File: src/rtl/rvc_pkg.sv
// Shared RV32I / RVC constants, the issue-queue entry type and RV32I
// instruction-format encoders used by the expander.
package rvc_pkg;

    localparam logic [6:0] OP_IMM = 7'b0010011;
    localparam logic [6:0] OP     = 7'b0110011;
    localparam logic [6:0] LOAD   = 7'b0000011;
    localparam logic [6:0] STORE  = 7'b0100011;
    localparam logic [6:0] BRANCH = 7'b1100011;
    localparam logic [6:0] JAL    = 7'b1101111;
    localparam logic [6:0] JALR   = 7'b1100111;
    localparam logic [6:0] LUI    = 7'b0110111;

    localparam logic [1:0] QUAD0 = 2'b00;
    localparam logic [1:0] QUAD1 = 2'b01;
    localparam logic [1:0] QUAD2 = 2'b10;

    localparam logic [2:0] C0_ADDI4SPN = 3'b000;
    localparam logic [2:0] C0_LW       = 3'b010;
    localparam logic [2:0] C0_SW       = 3'b110;

    localparam logic [2:0] C1_ADDI     = 3'b000;
    localparam logic [2:0] C1_JAL      = 3'b001;
    localparam logic [2:0] C1_LI       = 3'b010;
    localparam logic [2:0] C1_LUI      = 3'b011;
    localparam logic [2:0] C1_MISC_ALU = 3'b100;
    localparam logic [2:0] C1_J        = 3'b101;
    localparam logic [2:0] C1_BEQZ     = 3'b110;
    localparam logic [2:0] C1_BNEZ     = 3'b111;

    localparam logic [2:0] C2_SLLI     = 3'b000;
    localparam logic [2:0] C2_LWSP     = 3'b010;
    localparam logic [2:0] C2_JR_MV    = 3'b100;
    localparam logic [2:0] C2_SWSP     = 3'b110;

    typedef struct packed {
        logic [31:0] instr;
        logic [31:0] pc;
        logic [31:0] next_pc;
        logic        is_c;
        logic        illegal;
    } iq_entry_t;

    function automatic logic [31:0] enc_i(input logic [11:0] imm, input logic [4:0] rs1,
                                          input logic [2:0] f3, input logic [4:0] rd,
                                          input logic [6:0] op);
        return {imm, rs1, f3, rd, op};
    endfunction

    function automatic logic [31:0] enc_s(input logic [11:0] imm, input logic [4:0] rs2,
                                          input logic [4:0] rs1, input logic [2:0] f3);
        return {imm[11:5], rs2, rs1, f3, imm[4:0], STORE};
    endfunction

    function automatic logic [31:0] enc_b(input logic [12:0] imm, input logic [4:0] rs2,
                                          input logic [4:0] rs1, input logic [2:0] f3);
        return {imm[12], imm[10:5], rs2, rs1, f3, imm[4:1], imm[11], BRANCH};
    endfunction

    function automatic logic [31:0] enc_r(input logic [6:0] f7, input logic [4:0] rs2,
                                          input logic [4:0] rs1, input logic [2:0] f3,
                                          input logic [4:0] rd);
        return {f7, rs2, rs1, f3, rd, OP};
    endfunction

    function automatic logic [31:0] enc_j(input logic [20:0] imm, input logic [4:0] rd);
        return {imm[20], imm[10:1], imm[11], imm[19:12], rd, JAL};
    endfunction

endpackage

File: src/rtl/rvc_expander.sv
// Combinational RVC -> RV32I expander. Illegal/reserved encodings
// produce illegal=1 with an all-zero instruction word.
module rvc_expander
    import rvc_pkg::*;
(
    input  logic [15:0] c,
    output logic [31:0] instr,
    output logic        illegal
);

    logic [4:0]  rd, rs2, rdp, rs1p;
    logic [11:0] imm6, imm_4spn, imm_lw, imm_16sp, imm_lwsp, imm_swsp;
    logic [19:0] imm_lui;
    logic [20:0] imm_j;
    logic [12:0] imm_b;

    assign rd   = c[11:7];
    assign rs2  = c[6:2];
    assign rdp  = {2'b01, c[4:2]};
    assign rs1p = {2'b01, c[9:7]};

    assign imm6     = {{6{c[12]}}, c[12], c[6:2]};
    assign imm_4spn = {2'b00, c[10:7], c[12:11], c[5], c[6], 2'b00};
    assign imm_lw   = {5'b0, c[5], c[12:10], c[6], 2'b00};
    assign imm_16sp = {{3{c[12]}}, c[4:3], c[5], c[2], c[6], 4'b0000};
    assign imm_lwsp = {4'b0, c[3:2], c[12], c[6:4], 2'b00};
    assign imm_swsp = {4'b0, c[8:7], c[12:9], 2'b00};
    assign imm_lui  = {{14{c[12]}}, c[12], c[6:2]};
    assign imm_j    = {{10{c[12]}}, c[8], c[10:9], c[6], c[7], c[2], c[11], c[5:3], 1'b0};
    assign imm_b    = {{5{c[12]}}, c[6:5], c[2], c[11:10], c[4:3], 1'b0};

    // Shifts with shamt[5]=1 and the RV64-only ALU forms (bit 12 set) have no
    // RV32I equivalent, so they are flagged rather than silently truncated.
    always_comb begin
        instr   = '0;
        illegal = 1'b0;
        case (c[1:0])
            QUAD0: begin
                case (c[15:13])
                    C0_ADDI4SPN: begin
                        if (imm_4spn == '0) illegal = 1'b1;
                        else                instr = enc_i(imm_4spn, 5'd2, 3'b000, rdp, OP_IMM);
                    end
                    C0_LW:   instr = enc_i(imm_lw, rs1p, 3'b010, rdp, LOAD);
                    C0_SW:   instr = enc_s(imm_lw, rdp, rs1p, 3'b010);
                    default: illegal = 1'b1;
                endcase
            end
            QUAD1: begin
                case (c[15:13])
                    C1_ADDI: instr = enc_i(imm6, rd, 3'b000, rd, OP_IMM);
                    C1_JAL:  instr = enc_j(imm_j, 5'd1);
                    C1_LI:   instr = enc_i(imm6, 5'd0, 3'b000, rd, OP_IMM);
                    C1_LUI: begin
                        if (rd == 5'd2) begin
                            if (imm_16sp == '0) illegal = 1'b1;
                            else                instr = enc_i(imm_16sp, 5'd2, 3'b000, 5'd2, OP_IMM);
                        end else if (imm6 == '0) begin
                            illegal = 1'b1;
                        end else begin
                            instr = {imm_lui, rd, LUI};
                        end
                    end
                    C1_MISC_ALU: begin
                        case (c[11:10])
                            2'b00: begin
                                if (c[12]) illegal = 1'b1;
                                else       instr = enc_i({7'b0000000, c[6:2]}, rs1p, 3'b101, rs1p, OP_IMM);
                            end
                            2'b01: begin
                                if (c[12]) illegal = 1'b1;
                                else       instr = enc_i({7'b0100000, c[6:2]}, rs1p, 3'b101, rs1p, OP_IMM);
                            end
                            2'b10: instr = enc_i(imm6, rs1p, 3'b111, rs1p, OP_IMM);
                            default: begin
                                if (c[12]) begin
                                    illegal = 1'b1;
                                end else begin
                                    case (c[6:5])
                                        2'b00:   instr = enc_r(7'b0100000, rdp, rs1p, 3'b000, rs1p);
                                        2'b01:   instr = enc_r(7'b0000000, rdp, rs1p, 3'b100, rs1p);
                                        2'b10:   instr = enc_r(7'b0000000, rdp, rs1p, 3'b110, rs1p);
                                        default: instr = enc_r(7'b0000000, rdp, rs1p, 3'b111, rs1p);
                                    endcase
                                end
                            end
                        endcase
                    end
                    C1_J:    instr = enc_j(imm_j, 5'd0);
                    C1_BEQZ: instr = enc_b(imm_b, 5'd0, rs1p, 3'b000);
                    default: instr = enc_b(imm_b, 5'd0, rs1p, 3'b001);
                endcase
            end
            QUAD2: begin
                case (c[15:13])
                    C2_SLLI: begin
                        if (c[12]) illegal = 1'b1;
                        else       instr = enc_i({7'b0000000, c[6:2]}, rd, 3'b001, rd, OP_IMM);
                    end
                    C2_LWSP: instr = enc_i(imm_lwsp, 5'd2, 3'b010, rd, LOAD);
                    C2_JR_MV: begin
                        if (rs2 != 5'd0)     instr = enc_r(7'b0, rs2, c[12] ? rd : 5'd0, 3'b000, rd);
                        else if (rd == 5'd0) illegal = 1'b1;
                        else                 instr = enc_i(12'd0, rd, 3'b000, {4'b0, c[12]}, JALR);
                    end
                    C2_SWSP: instr = enc_s(imm_swsp, rs2, 5'd2, 3'b010);
                    default: illegal = 1'b1;
                endcase
            end
            default: illegal = 1'b1;
        endcase
        if (illegal) instr = '0;
    end

endmodule

File: src/rtl/rvc_issue_queue.sv
// Instruction issue queue: expands RVC on push, stores decoded entries in a
// circular buffer and presents the head entry straight from storage.
module rvc_issue_queue
    import rvc_pkg::*;
#(
    parameter int DEPTH = 4,
    parameter int CNT_W = $clog2(DEPTH) + 1
) (
    input  logic             clk,
    input  logic             rst,
    input  logic             rdy,
    input  logic             flush,
    input  logic             in_valid,
    input  logic [31:0]      in_instr,
    input  logic [31:0]      in_pc,
    output logic             in_ready,
    output logic             out_valid,
    input  logic             out_ready,
    output logic [31:0]      out_instr,
    output logic [31:0]      out_pc,
    output logic [31:0]      out_next_pc,
    output logic             out_is_c,
    output logic             out_illegal,
    output logic [CNT_W-1:0] count
);

    localparam int PTR_W = $clog2(DEPTH);

    iq_entry_t        mem [DEPTH];
    iq_entry_t        new_entry;
    logic [PTR_W-1:0] head, tail;
    logic [31:0]      exp_instr;
    logic             exp_illegal;
    logic             push, pop;

    rvc_expander u_expander (
        .c       (in_instr[15:0]),
        .instr   (exp_instr),
        .illegal (exp_illegal)
    );

    always_comb begin
        new_entry.is_c    = (in_instr[1:0] != 2'b11);
        new_entry.instr   = new_entry.is_c ? exp_instr : in_instr;
        new_entry.illegal = new_entry.is_c & exp_illegal;
        new_entry.pc      = in_pc;
        new_entry.next_pc = in_pc + (new_entry.is_c ? 32'd2 : 32'd4);
    end

    assign in_ready  = (count != CNT_W'(DEPTH));
    assign out_valid = (count != '0);
    assign push      = rdy && !flush && in_valid && in_ready;
    assign pop       = rdy && !flush && out_valid && out_ready;

    always_ff @(posedge clk) begin
        if (rst) begin
            head  <= '0;
            tail  <= '0;
            count <= '0;
        end else if (rdy) begin
            if (flush) begin
                head  <= '0;
                tail  <= '0;
                count <= '0;
            end else begin
                if (push) tail <= tail + PTR_W'(1);
                if (pop)  head <= head + PTR_W'(1);
                if (push && !pop)      count <= count + CNT_W'(1);
                else if (pop && !push) count <= count - CNT_W'(1);
            end
        end
    end

    // Storage is not reset; only the pointers and count define validity.
    always_ff @(posedge clk) begin
        if (push && !rst) mem[tail] <= new_entry;
    end

    assign out_instr   = mem[head].instr;
    assign out_pc      = mem[head].pc;
    assign out_next_pc = mem[head].next_pc;
    assign out_is_c    = mem[head].is_c;
    assign out_illegal = mem[head].illegal;

endmodule

File: config.mk
export PLATFORM = sky130hd
export DESIGN_NAME = rvc_issue_queue
export DESIGN_NICKNAME = d
export VERILOG_FILES = /design/src/rtl/rvc_pkg.sv /design/src/rtl/rvc_expander.sv /design/src/rtl/rvc_issue_queue.sv
export SDC_FILE = /design/constraint.sdc
export NUM_CORES = 1
export LEC_CHECK = 0
export CAP_MARGIN = 20
export CORE_UTILIZATION = 57
export DETAILED_ROUTE_END_ITERATION = 8
export PLACE_DENSITY_LB_ADDON = 0.05
export SETUP_SLACK_MARGIN = 0.4
export SLEW_MARGIN = 10
export SYNTH_ARGS = -nofsm -noshare
export SYNTH_HDL_FRONTEND = slang
export SYNTH_SLANG_ARGS = --single-unit
File: constraint.sdc
create_clock -name clk -period 4.5 [get_ports clk]
set_input_delay 0.675 -clock clk [delete_from_list [all_inputs] [get_ports clk]]
set_output_delay 0.675 -clock clk [all_outputs]
set_load 0.01 [all_outputs]
==> out/metrics.cfg, run 1 <==
[worst_setup_path]
cp_top_family=buffers and inverters
crit_type=reg -> out
cp_max_fo=34
cp_slowest_stage_delay_ns=0.80
cp_data_required_time_ns=3.83
reg2reg_depth=5
path_buf_inv=2
cp-end-kind=output pin
endpoint=out_instr[14]
r2r_setup_slack_ns=2.06
path_depth=3
worst_setup_path_start_kind=register
slowest_stage=dfxtp_4
path_cells=buf_4 > mux4_2 > clkdlybuf4s50_1
r2r-start=count[0]$_SDFFE_PP0P_
worstPathArrival_ns=2.90
reg2reg_to=mem[0][92]$_DFFE_PP_

[floorplan]
initial_core_util=0.584
placementRows=62
coreArea_um2=28900
die_area_um2=30300
ioPinCount=173
chipHeight_um=174
die_x_um=174

[finish]
instances_no_fill=1579
drive_above_1_share=0.177
syn2layout_area_growth_pct=20.7
fill_cells=1851
multiInputGateArea_um2=4730
n_antenna_cell=0
nets=1245
seq_area_um2=11800

[yosys]
async_flop_share=0
ys_warn_count=0
ys_ff_latch=397
yosysMostFrequentCell=edfxtp_1
synth_top_area_cell=edfxtp_1
synth_edf_count=388
avgSynthCellArea_um2=17.3
ys_seq_area_frac=0.700
syn-num-nets=1055
syn_area_um2=16900
yosysUniqueCellTypes=75
synthTopCellsByCount=edfxtp_1, mux4_2, nand2_1
synth_flop_cell=edfxtp_1
yosysTopAreaCellShare=0.689
syn_inst=977
ys_top_cells_by_area=edfxtp_1, mux4_2, nand2_1

[route]
totalWireLength_mm=37.1
firstDrtPassIters=5
post_drt_via_cell_ratio=6.13
drtAntennaViolNets=0
num_vias=9683
wl_per_cell_um=23.5
drcViolationCount=0
first_iter_violations=884

[sta]
worst_slack_ns=0.920
clock_skew_ns=0.0277
finalSetupTns_ns=0
rsz0062_at_grt=false
worst_pin_slew_ns=0.797
hold_viol=0
final.min_clock_period_ns=3.58
final_max_slew_viol_count=0
timing.final.crit_share=0.796
holdWs_ns=0.499
max_freq_mhz=279
relSlewSlack=0.466
setup_viol=0

[global_routing]
grt_overflow=0
grt_pass1_vias=9957
grt_pass1_wl_mm=57.9
grtUsageTotal=0.253
antenna_found_initial=0
grt_max_degree=50

[clock_tree]
cts_hold_buf=0
cts_root_buffer=clkbuf_16
tritoncts=done
clock_path_buffers=3
htreeDepth=2
numCtsBuffers=41
insertion_delay_ns=0.52
postCtsSetupBuffers=0
cts_sinks=397
ctsResizeCount=0
clk_pin_slew_ns=0.06

[placed_design]
placed_cells=1508
port_buffers=172
dp_hpwl_mm=24.4
preCtsSetupSlack_ns=0.627
gp_congestion=0.972

[min_path]
hp-class=reg -> reg

[flow_run]
maxCapViolations=0

[outcome]
status=complete, no violations

[power_and_ir_drop]
ir_worst_vdd_mv=0.403
power.total_w=0.00769
power.leakage_nw=6.48
powerDensity_nw_per_um2=377

## sequential cells by signal, summed over array words and instances, names as in the netlist, named ones only
signal,cells
count,3
head,2
mem,388
tail,2
## worst min-delay path: stages (launching register included)
cell and delay, ns:
dfxtp_1 0.32, nand2_1 0.06, o31ai_1 0.07
## layout by cell type, fill, tap and decap left out, drive strengths merged, types with 4 or more instances in the layout
cell type      Yosys  routed
inv               18      19
edfxtp           388     388
nand4              5       5
nand3             20      20
nand2b            17      17
nor4b              4       4
o221ai             4       4
dfxtp              9       9
nor3              13      13
o22ai              6       6
nor3b              4       4
or3               10      10
clkdlybuf4s50      0     172
clkbuf            32      51
a21o               4       4
o21ai             39      39
xnor2             23      23
nand2             59      59
clkinv             1      18
nor2b              7       7
xor2               6       6
a22oi              8       8
mux4              97      97
o31ai              5       5
nor2              39      39
a31oi              8       8
a211o              8       8
a211oi             4       4
buf               29      36
and3               4       4
nor4               6       6
o211ai             5       5
and2              10      10
a21oi             32      32
a221oi             4       4
ha                 6       6
## layer usage
metal	global-route usage	up-vias	part of all wire
met1	0.351	4913	0.42
met5	0	-	0
met4	0.0749	0	0.023
li1	-	4347	-
met2	0.418	365	0.50
met3	0.0400	58	0.061
## final cells by class
type	count	area share
clock inverter	20	0.00693
timing repair buffer	208	0.101
tap	384	0.0235
sequential	397	0.580
inverter	19	0.00350
clock buffer	51	0.0532
multi-input combinational	500	0.232
## worst min path at each step
stage / start / end / slack, ns / cells after the start
floorplan: head[1]$_SDFFE_PP0P_ / register / 0.45 / 2
global placement: head[1]$_SDFFE_PP0P_ / register / 0.47 / 2
detailed placement: head[1]$_SDFFE_PP0P_ / register / 0.49 / 2
CTS: head[1]$_SDFFE_PP0P_ / register / 0.50 / 2
global route: head[1]$_SDFFE_PP0P_ / register / 0.51 / 2
finish: head[1]$_SDFFE_PP0P_ / register / 0.50 / 2
## stage by stage
step | util | area [µm²]
6_report | 0.705 | 20400
5_1_grt | 0.705 | 20400
4_1_cts | 0.705 | 20400
3_5_place_dp | 0.663 | 19200
3_3_place_gp | 0.663 | 19200
2_1_floorplan | - | 16900
## logic make-up (layout without fill, tap and decap cells)
group / after synthesis / count (layout) / synth area share
flip-flops: 397 / 397 / 0.700
AND/OR/NAND/NOR: 211 / 211 / 0.0661
adder cells (fa/ha/maj): 8 / 8 / 0.00681
AO/OA/AOI/OAI: 151 / 151 / 0.0597
buffers and inverters: 80 / 298 / 0.0206
multiplexers: 101 / 101 / 0.132
XOR/XNOR: 29 / 29 / 0.0150
## where the power goes
part	switching (W)	leakage (nW)	internal, W
clock network	0.00130	0.607	0.00177
logic	0.000288	2.29	0.000223
registers	0.0000120	3.58	0.00410
total	0.00160	6.48	0.00609
(Power assumes the default switching activity.)
==> inputs of run 2 (changes only) <==
--- a/config.mk
+++ b/config.mk
@@ -6,7 +6,7 @@
 export NUM_CORES = 1
 export LEC_CHECK = 0
 export CAP_MARGIN = 20
-export CORE_UTILIZATION = 57
+export CORE_UTILIZATION = 51
 export DETAILED_ROUTE_END_ITERATION = 8
 export PLACE_DENSITY_LB_ADDON = 0.05
 export SETUP_SLACK_MARGIN = 0.4
==> constraint.sdc (replaced) <==
create_clock -name clk -period 2.9 [get_ports clk]
set_input_delay 0.435 -clock clk [delete_from_list [all_inputs] [get_ports clk]]
set_output_delay 0.435 -clock clk [all_outputs]
set_load 0.01 [all_outputs]
==> out/metrics.cfg, run 2 (synthesis gave the netlist of run 1 again) <==
[sta]
clock_skew_ns=0.0160
final_max_slew_viol_count=0
timing.final.crit_share=0.885
rsz0062_at_grt=true
worst_pin_slew_ns=0.607
max_freq_mhz=390
worst_slack_ns=0.334
relSlewSlack=0.589
setup_viol=0
final.min_clock_period_ns=2.57
hold_viol=0

[outcome]
status=complete, no violations

[global_routing]
grt_max_degree=48
grt_use_met2=0.422
grt_pass1_vias=10300
grtUsageTotal=0.256
grt_use_met3=0.0357
gr-usage-met1=0.362
busiest_layer=met2
grt_overflow=0
grt_pass1_wl_mm=64.1
antenna_found_initial=0

[power_and_ir_drop]
p_switching_w=0.00255
p_clk_frac=0.399
ir_worst_vdd_mv=0.559
power.total_w=0.0122
seqPwrFrac=0.524
switching_share=0.210
intPower_w=0.00962
p_comb_frac=0.078
power.leakage_nw=7.38
powerDensity_nw_per_um2=557

[floorplan]
chipHeight_um=184
die_x_um=184
coreArea_um2=32500
initial_core_util=0.519
placementRows=66
ioPinCount=173
die_area_um2=33900

[finish]
multiInputGateArea_um2=4820
mostFrequentLayoutCell=edfxtp_1
seq_area_um2=11800
n_antenna_cell=0
drive_above_1_share=0.329
top_regs=mem: 388 flops, count: 3 flops
nets=1365
fin_util=0.671
fill_cells=2325
largest_register_ffs=388
max_flop_register=mem
syn2layout_area_growth_pct=29.2
mostFrequentLayoutCells=edfxtp_1, buf_4, mux4_2, clkdlybuf4s50_1, nand2_1

[route]
totalWireLength_mm=42.7
num_vias=10300
drcViolationCount=0
firstDrtPassIters=7
wl_per_cell_um=24.3
post_drt_via_cell_ratio=5.85
drtAntennaViolNets=0
first_iter_violations=941

[clock_tree]
cts_root_buffer=clkbuf_16
clock_path_buffers=3
numCtsBuffers=40
tritoncts=done
insertion_delay_ns=0.52
cts_sinks=397
htreeDepth=2
clk_pin_slew_ns=0.06
cts_hold_buf=0

[worst_setup_path]
cp_slowest_stage_delay_ns=0.49
cp_max_fo=6
worst_setup_path_start_kind=register
crit_type=reg -> out
cp-end-kind=output pin
cp_data_required_time_ns=2.47
cp_top_family=buffers and inverters
path_buf_inv=6
path_cells=buf_12 > buf_6 > buf_12 > buf_16 > buf_4 > mux4_2 > buf_6
worstPathArrival_ns=2.13
slowest_stage=mux4_2

[placed_design]
gp_congestion=0.984
dp_hpwl_mm=27.4
preCtsSetupSlack_ns=-0.174
port_buffers=172

[flow_run]
maxCapViolations=0

[min_path]
hp-class=in -> reg

==> run 2: worst paths after layout <==
check / from / to / slack (ns) / cells after the start
worst min-delay path: in_instr[1] / mem[2][1]$_DFFE_PP_ / 0.46 / 2
worst min register to register: head[1]$_SDFFE_PP0P_ / register / 0.49 / 2
worst max register to register: count[2]$_SDFFE_PP0P_ / count[2]$_SDFFE_PP0P_ / 0.65 / 7
worst max-delay path: register / out_pc[20] / 0.33 / 7
==> run 2: timing repair <==
action | CTS | global route
pin swaps | 0 | 2
cloned | 9 | 1
endpoints found under the hold margin | 0 | 0
endpoints found under the setup margin | 122 | 91
gates resized for setup | 340 | 85
buffers inserted | 18 | 13
==> run 2: through the flow <==
stage                     setup TNS (ns)  instance area (µm²)  hold slack [ns]  cells
after floorplan                        0                17000            0.455    977
after global placement             -2.54                20100            0.480   1646
after detailed placement           -3.76                20100            0.491   1646
after CTS                              0                21500            0.439   1741
after global routing                   0                21800            0.444   1755
final                                  0                21800            0.461   1755
==> run 2: layout make-up <==
type,count,share of cell area
clock buffer,52,0.0499
inverter,19,0.00327
timing repair buffer,329,0.152
clock inverter,16,0.00648
tap,442,0.0253
sequential,397,0.542
multi-input combinational,500,0.221
==> run 2: power by group through the flow <==
stage	clock network, W	registers, W	logic (W)
2_1_floorplan	0	0.00650	0.000421
3_3_place_gp	0	0.00649	0.000899
3_5_place_dp	0	0.00650	0.000903
4_1_cts	0.00493	0.00637	0.000913
5_1_grt	0.00516	0.00637	0.00101
6_report	0.00485	0.00637	0.000944
==> run 2: metal layers <==
| layer | up-vias | share of wire |
|---|---|---|
| met4 | 0 | 0.022 |
| met2 | 382 | 0.49 |
| met3 | 71 | 0.058 |
| li1 | 4590 | - |
| met1 | 5229 | 0.43 |
| met5 | - | 0 |
